<file path="config.mk">
export PLATFORM = sky130hd
export DESIGN_NAME = fcall_arbiter
export DESIGN_NICKNAME = d
export VERILOG_FILES = /design/src/rtl/fcall_arbiter.sv
export SDC_FILE = /design/constraint.sdc
export NUM_CORES = 1
export LEC_CHECK = 0
export ABC_CLOCK_PERIOD_IN_PS = 3090
export CAP_MARGIN = 10
export CORE_AREA = 2 2 72 102
export CTS_CLUSTER_DIAMETER = 150
export DETAILED_ROUTE_END_ITERATION = 16
export DIE_AREA = 0 0 74 104
export PLACE_DENSITY = 0.78
export SLEW_MARGIN = 0
export SYNTH_ARGS = -nofsm -noshare
export SYNTH_HDL_FRONTEND = slang
export SYNTH_SLANG_ARGS = --single-unit
</file>
<file path="constraint.sdc">
create_clock -name clk_i -period 3.09 [get_ports clk_i]
set_input_delay 0.927 -clock clk_i [delete_from_list [all_inputs] [get_ports clk_i]]
set_output_delay 0.927 -clock clk_i [all_outputs]
set_load 0.1 [all_outputs]
</file>
<file path="src/rtl/fcall_arbiter.sv">
// Round-robin arbiter sharing one function-evaluation unit (SUM/DOUBLE/NO_ARGS) among N_REQ callers.
// Optional macro FCALL_ERR_EN: opcode 2'b11 returns data 0 with rsp_err_o set instead of decoding as SUM.
module fcall_arbiter #(
    parameter int N_REQ = 4,
    parameter int IDW   = $clog2(N_REQ)
) (
    input  logic                 clk_i,
    input  logic                 rst_i,
    input  logic [N_REQ-1:0]     req_valid_i,
    output logic [N_REQ-1:0]     req_ready_o,
    input  logic [2*N_REQ-1:0]   req_op_i,
    input  logic [8*N_REQ-1:0]   req_x_i,
    input  logic [8*N_REQ-1:0]   req_y_i,
    output logic                 rsp_valid_o,
    input  logic                 rsp_ready_i,
    output logic [IDW-1:0]       rsp_id_o,
    output logic [7:0]           rsp_data_o,
    output logic                 rsp_err_o,
    output logic [15:0]          calls_done_o
);

    typedef enum logic [1:0] {
        ST_IDLE = 2'd0,
        ST_EXEC = 2'd1,
        ST_RESP = 2'd2
    } state_t;

    state_t          state_q;
    logic [IDW-1:0]  rr_ptr_q;
    logic [IDW-1:0]  id_q;
    logic [1:0]      op_q;
    logic [7:0]      x_q;
    logic [7:0]      y_q;
    logic            rsp_valid_q;
    logic [IDW-1:0]  rsp_id_q;
    logic [7:0]      rsp_data_q;
    logic [15:0]     calls_done_q;
`ifdef FCALL_ERR_EN
    logic            rsp_err_q;
`endif

    logic [1:0]      op_a [N_REQ];
    logic [7:0]      x_a  [N_REQ];
    logic [7:0]      y_a  [N_REQ];
    logic            win_valid_s;
    logic [IDW-1:0]  win_id_s;
    logic [7:0]      eval_data_s;

    function automatic logic [7:0] fcall_eval(input logic [1:0] op,
                                              input logic [7:0] x,
                                              input logic [7:0] y);
        logic [7:0] res;
        case (op)
            2'b00:   res = x + y;
            2'b01:   res = {4'b0000, x[2:0], 1'b0};
            2'b10:   res = 8'd1;
`ifdef FCALL_ERR_EN
            default: res = 8'd0;
`else
            default: res = x + y;
`endif
        endcase
        return res;
    endfunction

`ifdef FCALL_ERR_EN
    function automatic logic fcall_is_err(input logic [1:0] op);
        return (op == 2'b11);
    endfunction
`endif

    genvar g;
    for (g = 0; g < N_REQ; g++) begin : g_unpack
        assign op_a[g] = req_op_i[2*g +: 2];
        assign x_a[g]  = req_x_i[8*g +: 8];
        assign y_a[g]  = req_y_i[8*g +: 8];
    end

    // Winner search: first valid requester at or above rr_ptr_q, wrapping (N_REQ is a power of two).
    always_comb begin : arb_search
        logic [IDW-1:0] cand_s;
        cand_s      = rr_ptr_q;
        win_valid_s = 1'b0;
        win_id_s    = '0;
        for (int k = 0; k < N_REQ; k++) begin
            cand_s = rr_ptr_q + IDW'(k);
            if (!win_valid_s && req_valid_i[cand_s]) begin
                win_valid_s = 1'b1;
                win_id_s    = cand_s;
            end else begin
                win_valid_s = win_valid_s;
            end
        end
    end

    // Grant is combinational so the requester sees ready in the cycle it is picked.
    always_comb begin
        req_ready_o = '0;
        if (state_q == ST_IDLE && win_valid_s) begin
            req_ready_o[win_id_s] = 1'b1;
        end else begin
            req_ready_o = '0;
        end
    end

    assign eval_data_s = fcall_eval(op_q, x_q, y_q);

    // Call sequencer: IDLE accepts, EXEC evaluates into the response registers, RESP waits for the consumer.
    always_ff @(posedge clk_i) begin
        if (rst_i) begin
            state_q      <= ST_IDLE;
            rr_ptr_q     <= '0;
            id_q         <= '0;
            op_q         <= 2'b00;
            x_q          <= 8'd0;
            y_q          <= 8'd0;
            rsp_valid_q  <= 1'b0;
            rsp_id_q     <= '0;
            rsp_data_q   <= 8'd0;
            calls_done_q <= 16'd0;
`ifdef FCALL_ERR_EN
            rsp_err_q    <= 1'b0;
`endif
        end else begin
            case (state_q)
                ST_IDLE: begin
                    if (win_valid_s) begin
                        id_q    <= win_id_s;
                        op_q    <= op_a[win_id_s];
                        x_q     <= x_a[win_id_s];
                        y_q     <= y_a[win_id_s];
                        state_q <= ST_EXEC;
                    end else begin
                        state_q <= ST_IDLE;
                    end
                end
                ST_EXEC: begin
                    rsp_id_q    <= id_q;
                    rsp_data_q  <= eval_data_s;
`ifdef FCALL_ERR_EN
                    rsp_err_q   <= fcall_is_err(op_q);
`endif
                    rsp_valid_q <= 1'b1;
                    state_q     <= ST_RESP;
                end
                ST_RESP: begin
                    if (rsp_ready_i) begin
                        rsp_valid_q  <= 1'b0;
                        rr_ptr_q     <= rsp_id_q + IDW'(1);
                        calls_done_q <= calls_done_q + 16'd1;
                        state_q      <= ST_IDLE;
                    end else begin
                        state_q      <= ST_RESP;
                    end
                end
                default: begin
                    rsp_valid_q <= 1'b0;
                    state_q     <= ST_IDLE;
                end
            endcase
        end
    end

    assign rsp_valid_o  = rsp_valid_q;
    assign rsp_id_o     = rsp_id_q;
    assign rsp_data_o   = rsp_data_q;
    assign calls_done_o = calls_done_q;
`ifdef FCALL_ERR_EN
    assign rsp_err_o    = rsp_err_q;
`else
    assign rsp_err_o    = 1'b0;
`endif

endmodule

</file>
==> results.cfg, run 1 <==
[place]
placed_cell_area_mm2 = 0.00417
io_buffers = 109
globalplace.congestion = 0.809
dp_hpwl_mm = 5.52
place_inst = 516

[critical_path]
cp-start-kind = primary input
cp.arrival_ns = 2.13
crit_type = primary input to output pin
worstPathRequired_ns = 2.16
cp-end-kind = output pin
cp_max_fo = 3
r2r_setup_slack_ns = 0.87

[yosys]
yosys.area_share.simple = 0.160
yosysWarnings = 0
synth_mux_area_frac = 0.128
synth-edff-count = 0
postSynthAreaPerCell_um2 = 9.33
syn_inst = 311
yosys-top-cells-area = dfxtp_1 (35%), mux2i_1 (13%), ha_1 (4.3%), nor2_1 (3.9%), xnor2_1 (3.6%)
synth_compound_area_frac = 0.197
synth_area_leader_cell = dfxtp_1
synthFlopType = dfxtp_1
ys_async_sr_fraction = 0
synthesis.area_mm2 = 0.00290
synth.net_count = 401
synth_adder_area_share = 0.0500
synth-xor-area-share = 0.0574
ys_ff_latch = 51
yosysUniqueCellTypes = 54
synth_top_family_by_area = compound AO/OA/AOI/OAI gates
ys_seq_area_frac = 0.352
synth_top_area_frac = 0.352

[clock_network]
numCtsBuffers = 5
cts_tree = done
path_clk_slew_ns = 0.08
cts.sinks = 51
root_buffer = clkbuf_8
h-tree-depth = 2
cts_buffer_depth = 2
hold_buffers = 0
insertion_delay_ns = 0.31

[global_route]
overflow = 0
grt_pass1_vias = 2681
grt_max_degree = 37
grt_use_total = 0.179
antenna_found_initial = 0
grt_pass1_wl_mm = 11.3

[finish]
filler_cell_count = 589
final_common_cell = clkdlybuf4s50_1
post-route-util = 0.637
area_growth_pct = 49.3
post_layout_nonfiller_instances = 525
final_cell_mix = clkdlybuf4s50_1 (74), dfxtp_1 (51), buf_4 (41)
post-route-cell-area_mm2 = 0.00433
drive_above_1_share = 0.205
antenna_cells = 0
nets = 520

[detailed_routing]
wl_mm = 6.69
post_drt_wl_per_cell_um = 12.7
initialDrtViolationCount = 101
antenna_left = 0
dr.pass1.iters = 5
via_count = 2662
drt-vias-per-instance = 5.07
remaining_drc_errors = 0

[floorplan]
die_w_um = 74
start_util = 0.426
dieArea_mm2 = 0.00770
die_h_um = 104
num_rows = 36
design.core.area_mm2 = 0.00680
io_pins = 111

[sta]
setup_viol = 0
finalHoldViolCount = 0
finClkSkew_ns = 0.0105
fin_crit_sh = 0.988
period_needed_ns = 3.05
max_freq_mhz = 328
tightest_slew_ns = 0.564
final_max_slew_viol_count = 0
relSlewSlack = 0.623

[min_path]
min_path_type = register to register

[power_and_ir_drop]
power_density_mw_per_mm2 = 441
finalPower_uw = 1910
leakage_uw = 0.00190
ir_worst_vdd_mv = 0.187

[job]
maxCapViolations = 0

[status]
status = finished clean
## per-stage QoR
step                      setup WS (ns)  TNS (ns)  hold WS [ns]
after floorplan                  -0.287     -1.07         0.432
after global placement           -0.383     -4.24         0.443
after detailed placement         -0.437     -5.56         0.454
after CTS                       0.00274         0         0.469
after global routing           -0.00166  -0.00166         0.499
final                            0.0379         0         0.461
## per-layer routing
layer	global-route usage	wire length [um]
met1	0.193	2580
met4	0.0390	55
met3	0.0300	302
met5	0	0
met2	0.347	3760
## power breakdown
part / switching (uW) / leakage (uW) / total, uW / internal (uW)
sequential: 41.6 / 0.000417 / 754 / 712
clock: 217 / 0.0000502 / 454 / 237
combinational: 379 / 0.00143 / 701 / 322
## Yosys cell counts, drive strengths merged, types with 5 or more instances
cell type and number:
ha 10, buf 11, nand2 20, mux2i 37, nor2b 5, xnor2 12
o22ai 5, a2bb2oi 14, xor2 7, a21o 5, o21ai 22, nor3 11
dfxtp 51, a21oi 12, nor2 31, inv 11
## area by class of cell
| cell class | count | area, um2 | share of cell area |
|---|---|---|---|
| Multi-Input combinational cell | 234 | 1810 | 0.417 |
| Timing Repair Buffer | 127 | 1230 | 0.284 |
| Sequential cell | 51 | 1020 | 0.236 |
| Tap cell | 95 | 119 | 0.0274 |
| Clock buffer | 5 | 68.8 | 0.0159 |
| Inverter | 11 | 48.8 | 0.0113 |
| Clock inverter | 2 | 37.5 | 0.00867 |
## flip-flops by register name, indices dropped and copies added, names as in the netlist
register,cells
x_q,8
op_q,2
id_q,2
rr_ptr_q,2
state_q,2
rsp_id_o,2
rsp_valid_o,1
y_q,8
calls_done_o,16
rsp_data_o,8
## worst paths after layout
path                                      from              to  cells after the start
worst max-delay path            req_valid_i[1]  req_ready_o[0]                      6
worst max register to register     rr_ptr_q[0]          x_q[4]                      8
worst min register to register         id_q[1]     rsp_id_o[1]                      2
worst min-delay path                   id_q[1]     rsp_id_o[1]                      2
## kinds of logic after synthesis
family / after synthesis
buffers and inverters: 26
AO/OA/AOI/OAI: 74
flip-flops: 51
other: 1
adder cells (fa/ha/maj): 11
multiplexers: 37
XOR/XNOR: 19
AND/OR/NAND/NOR: 92
## critical path, cell delays in order
cell             delay [ns]
clkdlybuf4s15_1        0.22
buf_6                  0.16
buf_4                  0.13
o22ai_4                0.22
nor3b_4                0.26
buf_12                 0.20
## timing repair
action                                  4_1_cts  5_1_grt
gates resized for setup                      16        4
buffers inserted                              2        0
pin swaps                                     6        1
endpoints found under the setup margin        4        3
No activity file was read; power rests on OpenSTA's default activity.
==> run 2, diff against run 1 <==
--- a/config.mk
+++ b/config.mk
@@ -16,3 +16,4 @@
 export SYNTH_ARGS = -nofsm -noshare
 export SYNTH_HDL_FRONTEND = slang
 export SYNTH_SLANG_ARGS = --single-unit
+export TNS_END_PERCENT = 30
==> run 2 against run 1 <==
- wire length rose by 3.7%
- total power rose by 1.2%
- first-iteration DRC count fell by 57%
- critical path depth rose by 1
- sequential share of layout area fell by 0.24 points
- highest routed layer unchanged
- combinational power rose by 2%
- hold slack improved by 0.010 ns
- die area did not move
- clock skew fell by 0.0038 ns
==> results.cfg, run 2 (same netlist as run 1, synthesis figures left out) <==
[job]
maxCapViolations = 0

[detailed_routing]
dr.pass1.iters = 5
antenna_left = 0
initialDrtViolationCount = 43
wl_mm = 6.94
drt-vias-per-instance = 5.02
via_count = 2657
remaining_drc_errors = 0
post_drt_wl_per_cell_um = 13.1

[sta]
relSlewSlack = 0.619
setup_viol = 0
finClkSkew_ns = 0.00669
finalHoldViolCount = 0
final_max_slew_viol_count = 0
tightest_slew_ns = 0.572
fin_crit_sh = 0.979
worst_slack_ns = 0.0660
max_freq_mhz = 331
period_needed_ns = 3.02
rsz0062_at_grt = no

[min_path]
holdPathStages = 2
hold_start = rsp_data_o[4]
min_path_type = register to register
worstHoldEndpoint = rsp_data_o[4]

[place]
globalplace.congestion = 0.798
io_buffers = 109
pre_cts_ws_ns = -0.425
dp_hpwl_mm = 5.57

[clock_network]
numCtsBuffers = 5
h-tree-depth = 2
path_clk_slew_ns = 0.09
cts_buffer_depth = 2
insertion_delay_ns = 0.31
root_buffer = clkbuf_8
cts.sinks = 51
cts_tree = done

[status]
status = finished clean

[global_route]
grt_max_degree = 37
grt_pass1_wl_mm = 11.4
antenna_found_initial = 0
overflow = 0
grt_pass1_vias = 2698
grt_use_total = 0.187

[floorplan]
die_h_um = 104
dieArea_mm2 = 0.00770
num_rows = 36
die_w_um = 74
io_pins = 111
design.core.area_mm2 = 0.00680
start_util = 0.426

[critical_path]
crit_type = primary input to output pin
worstPathRequired_ns = 2.16
cp-start-kind = primary input
r2r_setup_slack_ns = 0.84
cp.arrival_ns = 2.10
cp-end-kind = output pin
reg2reg_depth = 8
cp_max_fo = 3
r2r-start = rr_ptr_q[0]
reg2reg_to = y_q[7]

[finish]
final_cell_mix = clkdlybuf4s50_1 (74), dfxtp_1 (51), buf_4 (43)
largest_register_ffs = 16
filler_cell_count = 580
nets = 523
drive_above_1_share = 0.214
antenna_cells = 0
area_growth_pct = 50.8
post-route-util = 0.643
final_common_cell = clkdlybuf4s50_1

[power_and_ir_drop]
ir_worst_vdd_mv = 0.215
leakage_uw = 0.00193
power_density_mw_per_mm2 = 441
run 2: changes by cell type in the layout (fill, tap and decap cells not counted):
| cell | before | now |
|---|---|---|
| a21oi_2 | 1 | 0 |
| a21oi_4 | 0 | 1 |
| o21ai_4 | 0 | 1 |
| clkinv_2 | 0 | 1 |
| clkinvlp_4 | 1 | 0 |
| clkbuf_2 | 1 | 2 |
| o21ai_2 | 7 | 6 |
| buf_6 | 1 | 2 |
| dlygate4sd2_1 | 1 | 0 |
| clkinv_4 | 0 | 1 |
| buf_4 | 41 | 43 |
run 2: how the worst max path moves through the flow:
| stage | from | endpoint | slack (ns) | depth (start not counted) |
|---|---|---|---|---|
| 3_3_place_gp | req_valid_i[2] | req_ready_o[2] | -0.38 | 6 |
| 3_5_place_dp | req_valid_i[2] | req_ready_o[2] | -0.43 | 6 |
| 6_report | req_valid_i[2] | req_ready_o[0] | 0.07 | 7 |
| 4_1_cts | req_valid_i[2] | req_ready_o[3] | 0.002 | 7 |
| 2_1_floorplan | req_valid_i[2] | req_ready_o[0] | -0.29 | 5 |
| 5_1_grt | req_valid_i[2] | req_ready_o[0] | 0.002 | 7 |
run 2: repair_timing:
item | in CTS | in global routing
hold buffers | 0 | 0
setup buffers | 3 | 1
gates resized for setup | 14 | 11
endpoints found under the setup margin | 4 | 4
pin swaps | 7 | 4
run 2: critical path, cell delays in order:
cell and delay, ns:
buf_2 0.15, inv_8 0.03, o221a_1 0.29, o22ai_4 0.17
buf_6 0.13, nor3b_4 0.20, buf_12 0.20
run 2: where the power goes:
part           switching (uW)  internal, uW  total, uW
clock network             225           241        466
logic                     382           330        712
registers                41.0           712        753
run 2: layout make-up:
| class | count | area, um2 | share of cell area |
|---|---|---|---|
| multi-input cells | 234 | 1820 | 0.416 |
| repair buffers | 130 | 1250 | 0.286 |
| flip-flops and latches | 51 | 1020 | 0.233 |
| well taps | 95 | 119 | 0.0272 |
| clock buffers | 5 | 68.8 | 0.0157 |
| inverters | 11 | 48.8 | 0.0112 |
| clock inverters | 3 | 43.8 | 0.0100 |
run 2: metrics by stage:
| stage | total power, uW | TNS (ns) | hold WS (ns) | cells | area, um2 |
|---|---|---|---|---|---|
| 6_report | 1930 | 0 | 0.471 | 529 | 4370 |
| 4_1_cts | 1950 | 0 | 0.475 | 528 | 4350 |
| 5_1_grt | 2030 | 0 | 0.491 | 529 | 4370 |
| 3_3_place_gp | 1450 | -4.17 | 0.438 | 517 | 4180 |
| 2_1_floorplan | 1240 | -1.07 | 0.432 | 311 | 2970 |
| 3_5_place_dp | 1460 | -5.40 | 0.460 | 517 | 4180 |
run 2: layer usage:
metal,global-route usage,wire [um],up-vias
met3,0.0320,299,7
met5,0,0,-
met2,0.358,3840,80
li1,-,-,1350
met1,0.193,2680,1220
met4,0.0662,119,0
==> run 3, diff against run 2 <==
--- a/config.mk
+++ b/config.mk
@@ -5,13 +5,14 @@
 export SDC_FILE = /design/constraint.sdc
 export NUM_CORES = 1
 export LEC_CHECK = 0
-export ABC_CLOCK_PERIOD_IN_PS = 3090
+export ABC_CLOCK_PERIOD_IN_PS = 3000
 export CAP_MARGIN = 10
 export CORE_AREA = 2 2 72 102
 export CTS_CLUSTER_DIAMETER = 150
 export DETAILED_ROUTE_END_ITERATION = 16
 export DIE_AREA = 0 0 74 104
-export PLACE_DENSITY = 0.78
+export GPL_TIMING_DRIVEN = 0
+export PLACE_DENSITY = 0.88
 export SLEW_MARGIN = 0
 export SYNTH_ARGS = -nofsm -noshare
 export SYNTH_HDL_FRONTEND = slang
==> constraint.sdc (replaced) <==
create_clock -name clk_i -period 3 [get_ports clk_i]
set_input_delay 0.9 -clock clk_i [delete_from_list [all_inputs] [get_ports clk_i]]
set_output_delay 0.9 -clock clk_i [all_outputs]
set_load 0.1 [all_outputs]
==> run 3 against run 2 <==
- combinational power rose by 4.6%
- final cell count did not move
- clock-buffer cell count rose by 1
- global-route usage rose by 1.5 points
- design area rose by 0.23%
- sequential cell count did not move
- sequential share of layout area fell by 0.053 points
- die area did not move
- hold slack got worse by 0.0075 ns
- critical endpoint is now req_ready_o[2]
==> results.cfg, run 3 (same netlist as run 1, synthesis figures left out) <==
[critical_path]
cp-end-kind = output pin
reg2reg_depth = 9
cp-endpoint = req_ready_o[2]
cp-start-kind = primary input
cp_max_fo = 6
reg2reg_to = rsp_data_o[6]
worstPathRequired_ns = 2.10
cp.arrival_ns = 2.03
crit_type = primary input to output pin
r2r-start = x_q[0]
crit_start = req_valid_i[2]
r2r_setup_slack_ns = 0.97

[detailed_routing]
via_count = 2703
initialDrtViolationCount = 78
drt-vias-per-instance = 5.11
dr.pass1.iters = 4
antenna_left = 0
remaining_drc_errors = 0
wl_mm = 7.37
post_drt_wl_per_cell_um = 13.9

[sta]
period_needed_ns = 2.93
max_freq_mhz = 342
fin_crit_sh = 0.976
finalHoldViolCount = 0
final_max_slew_viol_count = 0
whs_ns = 0.464
tightest_slew_ns = 1.02
setup_viol = 0
finClkSkew_ns = 0.0139
worst_slack_ns = 0.0720
rsz0062_at_grt = no
relSlewSlack = 0.321

[finish]
antenna_cells = 0
nets = 523
multi_input_area_mm2 = 0.00182
post_layout_nonfiller_instances = 529
drive_above_1_share = 0.141
post-route-util = 0.645
area_growth_pct = 51.2
largest_register_ffs = 16
final_common_cell = clkdlybuf4s50_1
filler_cell_count = 542
final_cell_mix = clkdlybuf4s50_1 (101), dfxtp_1 (51), mux2i_1 (37)
post-route-cell-area_mm2 = 0.00438
seqCellArea_mm2 = 0.00102

[power_and_ir_drop]
power_density_mw_per_mm2 = 438
p_sw_uw = 681
leakage_uw = 0.00184
switching_share = 0.354
clockPowerShare = 0.208
ir_worst_vdd_mv = 0.217
internal_power_uw = 1240
power_frac_comb = 0.388
p_seq_frac = 0.405

[min_path]
min_path_type = register to register

[clock_network]
root_buffer = clkbuf_8
cts_buffer_depth = 2
cts.sinks = 51
h-tree-depth = 2
cts_tree = done
insertion_delay_ns = 0.31
path_clk_slew_ns = 0.10
numCtsBuffers = 5

[global_route]
antenna_found_initial = 0
grt_use_total = 0.202
grt_pass1_vias = 2858
grt_max_degree = 16
grt_pass1_wl_mm = 12.5
overflow = 0

[place]
dp_hpwl_mm = 6.03
globalplace.congestion = 0.854
place_inst = 515
pre_cts_ws_ns = -1.63
io_buffers = 109
placed_cell_area_mm2 = 0.00418

[floorplan]
io_pins = 111
design.core.area_mm2 = 0.00680
die_h_um = 104
die_w_um = 74
dieArea_mm2 = 0.00770
num_rows = 36
start_util = 0.426

[status]
status = finished clean

[job]
maxCapViolations = 0
==> run 3: stage by stage <==
stage	setup TNS [ns]	total power [uW]
after floorplan	-1.21	1280
final	0	1920
after CTS	0	1930
after global placement	-8.47	1490
after global routing	0	2020
after detailed placement	-9.25	1500
==> run 3: area by class of cell <==
class / instances / share of cell area
multi-input cells: 234 / 0.414
repair buffers: 115 / 0.266
flip-flops and latches: 51 / 0.233
plain buffers: 15 / 0.0291
well taps: 95 / 0.0271
clock buffers: 6 / 0.0166
inverters: 11 / 0.0111
clock inverters: 2 / 0.00285
==> run 3: power by group through the flow <==
stage / sequential, uW / combinational [uW] / clock [uW]
after floorplan: 890 / 387 / 0
after global placement: 788 / 697 / 0
after detailed placement: 792 / 710 / 0
after CTS: 777 / 744 / 405
after global routing: 785 / 796 / 436
final: 777 / 745 / 399
==> run 3: metal layers <==
layer	routed length (um)	vias to the layer above	global-route usage
met4	108	0	0.0597
li1	-	1351	-
met2	4260	88	0.383
met1	2620	1250	0.215
met3	376	14	0.0388
met5	0	-	0
==> run 3: worst min-delay path by stage <==
stage / from / endpoint / cells after the start
2_1_floorplan: id_q[0] / rsp_id_o[0] / 2
4_1_cts: rsp_data_o[4] / rsp_data_o[4] / 2
5_1_grt: rsp_data_o[7] / rsp_data_o[7] / 2
3_3_place_gp: rsp_data_o[4] / rsp_data_o[4] / 2
3_5_place_dp: rsp_data_o[4] / rsp_data_o[4] / 2
6_report: rsp_data_o[4] / rsp_data_o[4] / 2
==> run 3: critical path, cell delays in order <==
cell and delay (ns):
buf_6 0.11, inv_8 0.03, o221a_4 0.28, o22ai_4 0.12
buf_8 0.15, nor3b_4 0.23, buf_12 0.20
==> run 3: timing repair <==
action	in CTS	in global routing
cloned	0	0
hold endpoints to repair	0	0
pin swaps	5	3
endpoints found under the setup margin	4	4
hold buffers	0	0
gates resized for setup	64	6
buffers inserted	6	0
